[src/rtl/clock_sched_pkg.sv]
// rtl/clock_sched_pkg.sv - shared FSM state encoding and default sizing for the target clock scheduler
package clock_sched_pkg;

    typedef enum logic [1:0] {
        ST_IDLE = 2'd0,
        ST_RUN  = 2'd1,
        ST_DONE = 2'd2
    } sched_state_e;

    localparam int DEFAULT_NUM_CLOCKS = 2;
    localparam int DEFAULT_ACC_W      = 16;

endpackage

[src/rtl/phase_accumulator.sv]
// rtl/phase_accumulator.sv - one target clock's phase accumulator producing a registered clock enable
module phase_accumulator
    import clock_sched_pkg::*;
#(
    parameter int ACC_W = DEFAULT_ACC_W
) (
    input  logic             clock,
    input  logic             reset_n,
    input  logic             advance,
    input  logic [ACC_W:0]   inc,
    output logic             ce
);

    logic [ACC_W-1:0] acc_q, acc_d;
    logic             ce_q, ce_d;
    logic [ACC_W:0]   sum;
    logic             full_rate;

    // An increment of one full turn or more fires every cycle and leaves the phase alone.
    always_comb begin
        sum       = {1'b0, acc_q} + inc;
        full_rate = inc[ACC_W];
        acc_d     = acc_q;
        ce_d      = 1'b0;
        if (advance) begin
            if (full_rate) begin
                ce_d = 1'b1;
            end else begin
                ce_d  = sum[ACC_W];
                acc_d = sum[ACC_W-1:0];
            end
        end
    end

    always_ff @(posedge clock) begin
        if (!reset_n) begin
            acc_q <= '0;
            ce_q  <= 1'b0;
        end else begin
            acc_q <= acc_d;
            ce_q  <= ce_d;
        end
    end

    assign ce = ce_q;

endmodule

[src/rtl/target_clock_scheduler.sv]
// rtl/target_clock_scheduler.sv - runs N base cycles of phase-accumulated target clock enables; SCHED_CYCLE_COUNT_EN adds fired_count
module target_clock_scheduler
    import clock_sched_pkg::*;
#(
    parameter int NUM_CLOCKS = DEFAULT_NUM_CLOCKS,
    parameter int ACC_W      = DEFAULT_ACC_W
) (
    input  logic                             clock,
    input  logic                             reset_n,
    input  logic                             step_valid,
    output logic                             step_ready,
    input  logic [31:0]                      step_count,
    input  logic [NUM_CLOCKS*(ACC_W+1)-1:0]  inc,
    input  logic                             stall,
    output logic [NUM_CLOCKS-1:0]            ce,
    output logic                             done,
    output logic                             busy
`ifdef SCHED_CYCLE_COUNT_EN
    ,
    output logic [NUM_CLOCKS*64-1:0]         fired_count
`endif
);

    localparam int INC_W = NUM_CLOCKS * (ACC_W + 1);

    sched_state_e     state_q, state_d;
    logic [31:0]      remaining_q, remaining_d;
    logic [INC_W-1:0] inc_q, inc_d;
    logic             busy_q, busy_d;
    logic             done_q, done_d;
    logic             ready_q, ready_d;
    logic             advance;

    assign advance = (state_q == ST_RUN) && !stall;

    always_comb begin
        state_d     = state_q;
        remaining_d = remaining_q;
        inc_d       = inc_q;
        case (state_q)
            ST_IDLE: begin
                if (step_valid) begin
                    remaining_d = step_count;
                    inc_d       = inc;
                    state_d     = (step_count == 32'd0) ? ST_DONE : ST_RUN;
                end
            end
            ST_RUN: begin
                if (!stall) begin
                    remaining_d = remaining_q - 32'd1;
                    if (remaining_q == 32'd1) begin
                        state_d = ST_DONE;
                    end
                end
            end
            ST_DONE: state_d = ST_IDLE;
            default: state_d = ST_IDLE;
        endcase
        busy_d  = (state_d == ST_RUN);
        done_d  = (state_d == ST_DONE);
        ready_d = (state_d == ST_IDLE);
    end

    always_ff @(posedge clock) begin
        if (!reset_n) begin
            state_q     <= ST_IDLE;
            remaining_q <= '0;
            inc_q       <= '0;
            busy_q      <= 1'b0;
            done_q      <= 1'b0;
            ready_q     <= 1'b1;
        end else begin
            state_q     <= state_d;
            remaining_q <= remaining_d;
            inc_q       <= inc_d;
            busy_q      <= busy_d;
            done_q      <= done_d;
            ready_q     <= ready_d;
        end
    end

    assign step_ready = ready_q;
    assign busy       = busy_q;
    assign done       = done_q;

    for (genvar g = 0; g < NUM_CLOCKS; g++) begin : g_acc
        phase_accumulator #(
            .ACC_W(ACC_W)
        ) u_acc (
            .clock  (clock),
            .reset_n(reset_n),
            .advance(advance),
            .inc    (inc_q[g*(ACC_W+1) +: (ACC_W+1)]),
            .ce     (ce[g])
        );
    end

`ifdef SCHED_CYCLE_COUNT_EN
    for (genvar g = 0; g < NUM_CLOCKS; g++) begin : g_cnt
        logic [63:0] fired_count_q, fired_count_d;

        always_comb fired_count_d = fired_count_q + 64'(ce[g]);

        always_ff @(posedge clock) begin
            if (!reset_n) begin
                fired_count_q <= '0;
            end else begin
                fired_count_q <= fired_count_d;
            end
        end

        assign fired_count[g*64 +: 64] = fired_count_q;
    end
`endif

endmodule

[config.mk]
export PLATFORM = sky130hd
export DESIGN_NAME = target_clock_scheduler
export DESIGN_NICKNAME = d
export VERILOG_FILES = /design/src/rtl/clock_sched_pkg.sv /design/src/rtl/phase_accumulator.sv /design/src/rtl/target_clock_scheduler.sv
export SDC_FILE = /design/constraint.sdc
export NUM_CORES = 1
export LEC_CHECK = 0
export CAP_MARGIN = 20
export CORE_MARGIN = 1
export CORE_UTILIZATION = 45
export DETAILED_ROUTE_END_ITERATION = 8
export GPL_TIMING_DRIVEN = 0
export PLACE_DENSITY = 0.68
export SLEW_MARGIN = 0
export SYNTH_ARGS = -nofsm -noshare
export SYNTH_HDL_FRONTEND = slang
export SYNTH_SLANG_ARGS = --single-unit
[constraint.sdc]
create_clock -name clock -period 4.5 [get_ports clock]
set_input_delay 0.45 -clock clock [delete_from_list [all_inputs] [get_ports clock]]
set_output_delay 0.45 -clock clock [all_outputs]
set_load 0.005 [all_outputs]
After elaboration in Yosys (flattened, before gate mapping)
Cells that the tools add are included.

storage, ports and cells
  logic and storage cells = 42
  output and inout bits = 5
  flip-flop bits (word level) = 105
  input port bits = 70

operators by class
  eq/ne operators = 6
  bitwise logic cells = 2
  reduce and logical (&&, ||, !) cells = 11
  mux-type cells = 10
  add/subtract/negate cells = 3

operator list
  cell                                                number
  two-way mux 32 bit                                  2
  one-hot mux 32 bit (2 select lines)                 1
  adder 16 x 17 -> 17 bit                             2
  == test 32 x 1 -> 1 bit, second input constant      1
  logical NOT 32 bit                                  1
  subtractor 32 x 1 -> 32 bit, second input constant  1
  two-way mux 2 bit                                   4
  AND reduction 2 bit                                 4
  == test 2 x 1 -> 1 bit, second input constant       2
  logical NOT 2 bit                                   2
  != test 2 bit, second input constant                2
  one-hot mux 2 bit (2 select lines)                  1
  AND reduction 3 bit                                 1
  == test 2 bit, second input constant                1
  two-way mux 1 bit                                   2
  NOT 1 bit                                           2
  nonzero test 2 bit                                  1
  logical AND 1 bit                                   1
  logical NOT 1 bit                                   1

Logic depth before layout (Yosys ltp)
  depth in word-level cells = 5
  mapped depth = 9

By module
From an unflattened synthesis, not the netlist that was laid out.

second synthesis, totals
  cells, all modules = 768
  area, all modules = 6175.9 um^2

by module, submodules not included
  module                  area each (um^2)  cells each  instances  seq. area each (um^2)
  target_clock_scheduler  3538.4            460         1          1421.4
  phase_accumulator       1318.8            154         2          340.3

Worst setup path after synthesis
OpenSTA, ideal clock, no wires.

  kind = flip-flop to flip-flop
  start point = reg g_acc[1].u_acc.acc_q[0]
  end point = reg g_acc[1].u_acc.acc_q[12]
  slack = 2.182 ns
  clock period less this slack = 2.318 ns
  arrival = 2.186 ns
  stages on the path, launching flop included = 9
  required time = 4.368 ns
  path buffers = 0
  library setup time = 0.132 ns
  cell sequence = dfxtp_1 ha_1 fa_1 a211oi_1 o311a_1 or4b_2 and3_1 o21ai_0 a21oi_1

on the way
  word-level cells in the longest chain between the ends = 1

RTL lines
  element                  line                     source
  start, declared          phase_accumulator.sv:14  logic [ACC_W-1:0] acc_q, acc_d;
  start signal, assigned   phase_accumulator.sv:37  acc_q <= '0;
  start signal, assigned   phase_accumulator.sv:40  acc_q <= acc_d;
  adder 16 x 17 -> 17 bit  phase_accumulator.sv:21  sum = {1'b0, acc_q} + inc;

No other way between the ends.
A chain may end at the register's enable or synchronous reset.

Final worst setup path
  start point = reg remaining_q[0]
  end point = reg remaining_q[30]

on the way
  word-level cells in the longest chain between the ends = 3

RTL lines
  element                              line                          source
  start, declared                      target_clock_scheduler.sv:27  logic [31:0] remaining_q, remaining_d;
  start signal, assigned               target_clock_scheduler.sv:74  remaining_q <= remaining_d;
  subtractor 32 x 1 -> 32 bit          target_clock_scheduler.sv:50  remaining_d = remaining_q - 32'd1;
  two-way mux 32 bit                   target_clock_scheduler.sv:49  if (!stall) begin
  one-hot mux 32 bit (2 select lines)  target_clock_scheduler.sv:40  case (state_q)

No other way between the ends. The select of a mux whose other input is x is not followed.

==> flow_summary.toml <==
[clock_tree]
cts_hold_repair.buffers = 0
max-clock-path-buffers = 2
cts_inserted_buffers = 9
clk_transition_reported_paths_ns = 0.07
cts_root_buffer = "clkbuf_16"
insertion_delay_ns = 0.36
tritoncts_num_sinks = 105
cts.repair_timing.setup_buffer_count = 0
tritoncts_clock_tree = "yes"
clock_tree.htree_level_count = 3
cts_resized = 0

[floorplan]
dieHeight_um = 117.5
design.core.area_um2 = 12820
full_die_area_um2 = 13810
io-pin-count = 75
rows = 41
fp.dieW_um = 117.5
initial_utilization_pct = 46.84

[pwr]
vdd_drop_max_mv = 0.1978
static-leakage-power_nw = 2.649
power-per-cell-area_nw_per_um2 = 343.8
power.combinational.fraction_pct = 26.5
switching_share_pct = 32.54
share_seq_of_total_power_pct = 43.1
internal-power_mw = 1.674
power.clock.fraction_pct = 30.4
p_switching_mw = 0.8077

[drt]
drt_wl_total_um = 18300
drt_drc_violations_left = 0
dr.first_iter.drc_count = 582
drt-pass1-iter-count = 6
post_drt_via_cell_ratio = 6.039
detail-route-antenna-nets = 0
vias = 6335
average_wire_length_per_cell_after_detail_routing_um = 17.44

[logic_synthesis]
synth_seq_cells = 105
synth-seq-area-share_pct = 34.99
avgSynthCellArea_um2 = 7.585
synth-warning-count = 0
async_reset_ff_share_pct = 0
number_of_synthesized_flops_with_an_enable_pin = 0
netlist_area_um2 = 6007
net_count_after_synthesis = 898
synthFlopType = "dfxtp_1"
synth.distinct_cells = 58
netlist_instances = 792

[layout]
final_layout_size_suffix_gt1_share_pct = 2.851
nFillCells = 1221
antennaDiodeCount = 0
numnets_final = 983
syn_to_final_growth_pct = 20.16

[timing]
setup_violations = 0
fmax_ghz = 0.3266
final.setup_skew_ns = 0.01202
final_layout_worst_hold_slack_ns = 0.4589
timing.final.crit_share_pct = 68.04
hold_viol_final = 0
period_minus_slack_ns = 3.062
max_slew_margin_pct = 28.03
rsz0062_at_grt = "false"
finalSetupTns_ns = 0
worst_slew_pin_slew_ns = 1.071
final_max_slew_viol_count = 0

[setup_path]
element_type_at_the_critical_path_start = "flop"
cp_max_fo = 7
worstPathRequired_ns = 4.76
worst-setup-path-type = "flop to flop"
worst_setup_path_end_kind = "flop"
critPathArrivalTime_ns = 3.32

[outcome]
run_status = "completed"

[global_routing]
gr-total-overflow = 0
grt_max_degree = 15
grt_pass1_wl_um = 29380
groute.usage.overall_pct = 26.64
first_global_vias = 5862
antenna_found_initial = 0

[place]
routabilityCongestion = 0.9377
place_hpwl_um = 13420
port_buffers = 73

[run]
max_cap_violations = 0

[min_path]
worst_hold_path_type = "flop to flop"
-- critical path, stage by stage (launching register included) --
cell and delay, ns:
dfxtp_1 0.35, inv_1 0.11, ha_1 0.18, nor3b_1 0.69
nand2_1 0.35, nor4b_1 0.77, a41oi_1 0.20, o221a_2 0.28
-- per-layer routing --
metal / vias up / GRT usage (%) / routed length [um]
li1: 3070 / - / -
met1: 2954 / 34.56 / 7987
met2: 268 / 42.71 / 8525
met3: 43 / 6.541 / 1336
met4: 0 / 9.936 / 446
met5: - / 0 / 0
-- layout by cell type, fill, tap and decap left out, types with 3 or more instances in the layout --
master             n
a211oi_1          20
a21o_1            10
a21oi_1          103
a22o_1             3
a22oi_1            9
a2bb2oi_1          3
a311oi_1           3
a31oi_1            3
and3_1             7
clkbuf_1          44
clkbuf_16          9
clkdlybuf4s50_1   73
dfxtp_1          105
ha_1              34
inv_1             10
nand2_1          151
nand2b_1           3
nand3_1           29
nand4_1            7
nor2_1            52
nor3_1            22
nor4_1            15
o211ai_1           4
o21a_1             6
o21ai_0           51
o21bai_1           3
o22ai_1            7
o311ai_0           6
o31ai_1            7
or2_2              3
or3_1             12
or3_4              3
or4_1              4
xnor2_1           12
xor2_1             3
-- power by group through the flow --
stage | logic, mW | clock network, mW | registers (mW)
2_1_floorplan | 0.428 | 0 | 1.07
3_3_place_gp | 0.631 | 0 | 1.09
3_5_place_dp | 0.642 | 0 | 1.09
4_1_cts | 0.645 | 0.761 | 1.07
5_1_grt | 0.719 | 0.796 | 1.08
6_report | 0.658 | 0.753 | 1.07
-- synthesized netlist by cell type, types with 3 or more instances --
cell type | count | area (um^2)
nand2_1 | 151 | 566.8
dfxtp_1 | 105 | 2102
a21oi_1 | 103 | 515.5
nor2_1 | 52 | 195.2
o21ai_0 | 51 | 255.2
clkbuf_1 | 44 | 165.2
ha_1 | 34 | 425.4
nand3_1 | 29 | 145.1
nor3_1 | 22 | 110.1
a211oi_1 | 20 | 150.1
nor4_1 | 15 | 93.84
or3_1 | 12 | 75.07
xnor2_1 | 12 | 105.1
a21o_1 | 10 | 75.07
inv_1 | 10 | 37.54
a22oi_1 | 9 | 67.56
and3_1 | 7 | 43.79
nand4_1 | 7 | 43.79
o22ai_1 | 7 | 43.79
o31ai_1 | 7 | 52.55
o21a_1 | 6 | 45.04
o311ai_0 | 6 | 52.55
o211ai_1 | 4 | 30.03
or4_1 | 4 | 30.03
a22o_1 | 3 | 26.28
a2bb2oi_1 | 3 | 26.28
a311oi_1 | 3 | 26.28
a31oi_1 | 3 | 18.77
nand2b_1 | 3 | 18.77
o21bai_1 | 3 | 22.52
or2_2 | 3 | 18.77
or3_4 | 3 | 33.78
xor2_1 | 3 | 26.28
-- path summary, 6_finish.rpt --
path,from,endpoint,slack [ns],cells past startpoint
setup / recovery,remaining_q[0],remaining_q[30],1.44,7
hold / removal,inc_q[23],inc_q[23],0.46,2
setup reg to reg,remaining_q[0],remaining_q[30],1.44,7
hold reg to reg,inc_q[23],inc_q[23],0.46,2
-- final cells by class --
cell class                 count  area, um^2  area share [%]
timing repair buffer          74       735.7           10.19
inverter                      11       41.29          0.5720
buffer                        46       180.2           2.496
multi-input combinational    630        3684           51.03
sequential                   105        2102           29.12
tap                          172       215.2           2.981
clock inverter                 2       35.03          0.4854
clock buffer                   9       225.2           3.120
-- registers in the layout, indices dropped and copies added, names as in the netlist --
register,flops
g_acc.u_acc.acc_q,32
done,1
g_acc.u_acc.ce,2
state_q,2
step_ready,1
remaining_q,32
inc_q,34
busy,1
-- through the flow --
stage          cell area, um^2  setup WS [ns]  power, mW  std cells  util (%)
2_1_floorplan             6007          2.182      1.498        792         -
3_3_place_gp              6953          1.588      1.717       1037     54.21
3_5_place_dp              6953          1.564      1.731       1037     54.21
4_1_cts                   7213          1.547      2.474       1048     56.24
5_1_grt                   7218          1.294      2.594       1049     56.28
6_report                  7218          1.438      2.482       1049     56.28
-- kinds of logic after synthesis --
kind of cell             count (synthesis)  share of synthesized area, %
AND/OR/NAND/NOR                        317                         24.12
AO/OA/AOI/OAI                          262                         27.27
flip-flops                             105                         34.99
buffers and inverters                   57                         3.687
adder cells (fa/ha/maj)                 36                         7.748
XOR/XNOR                                15                         2.187
Note: power is estimated with default switching activity, not from simulation.
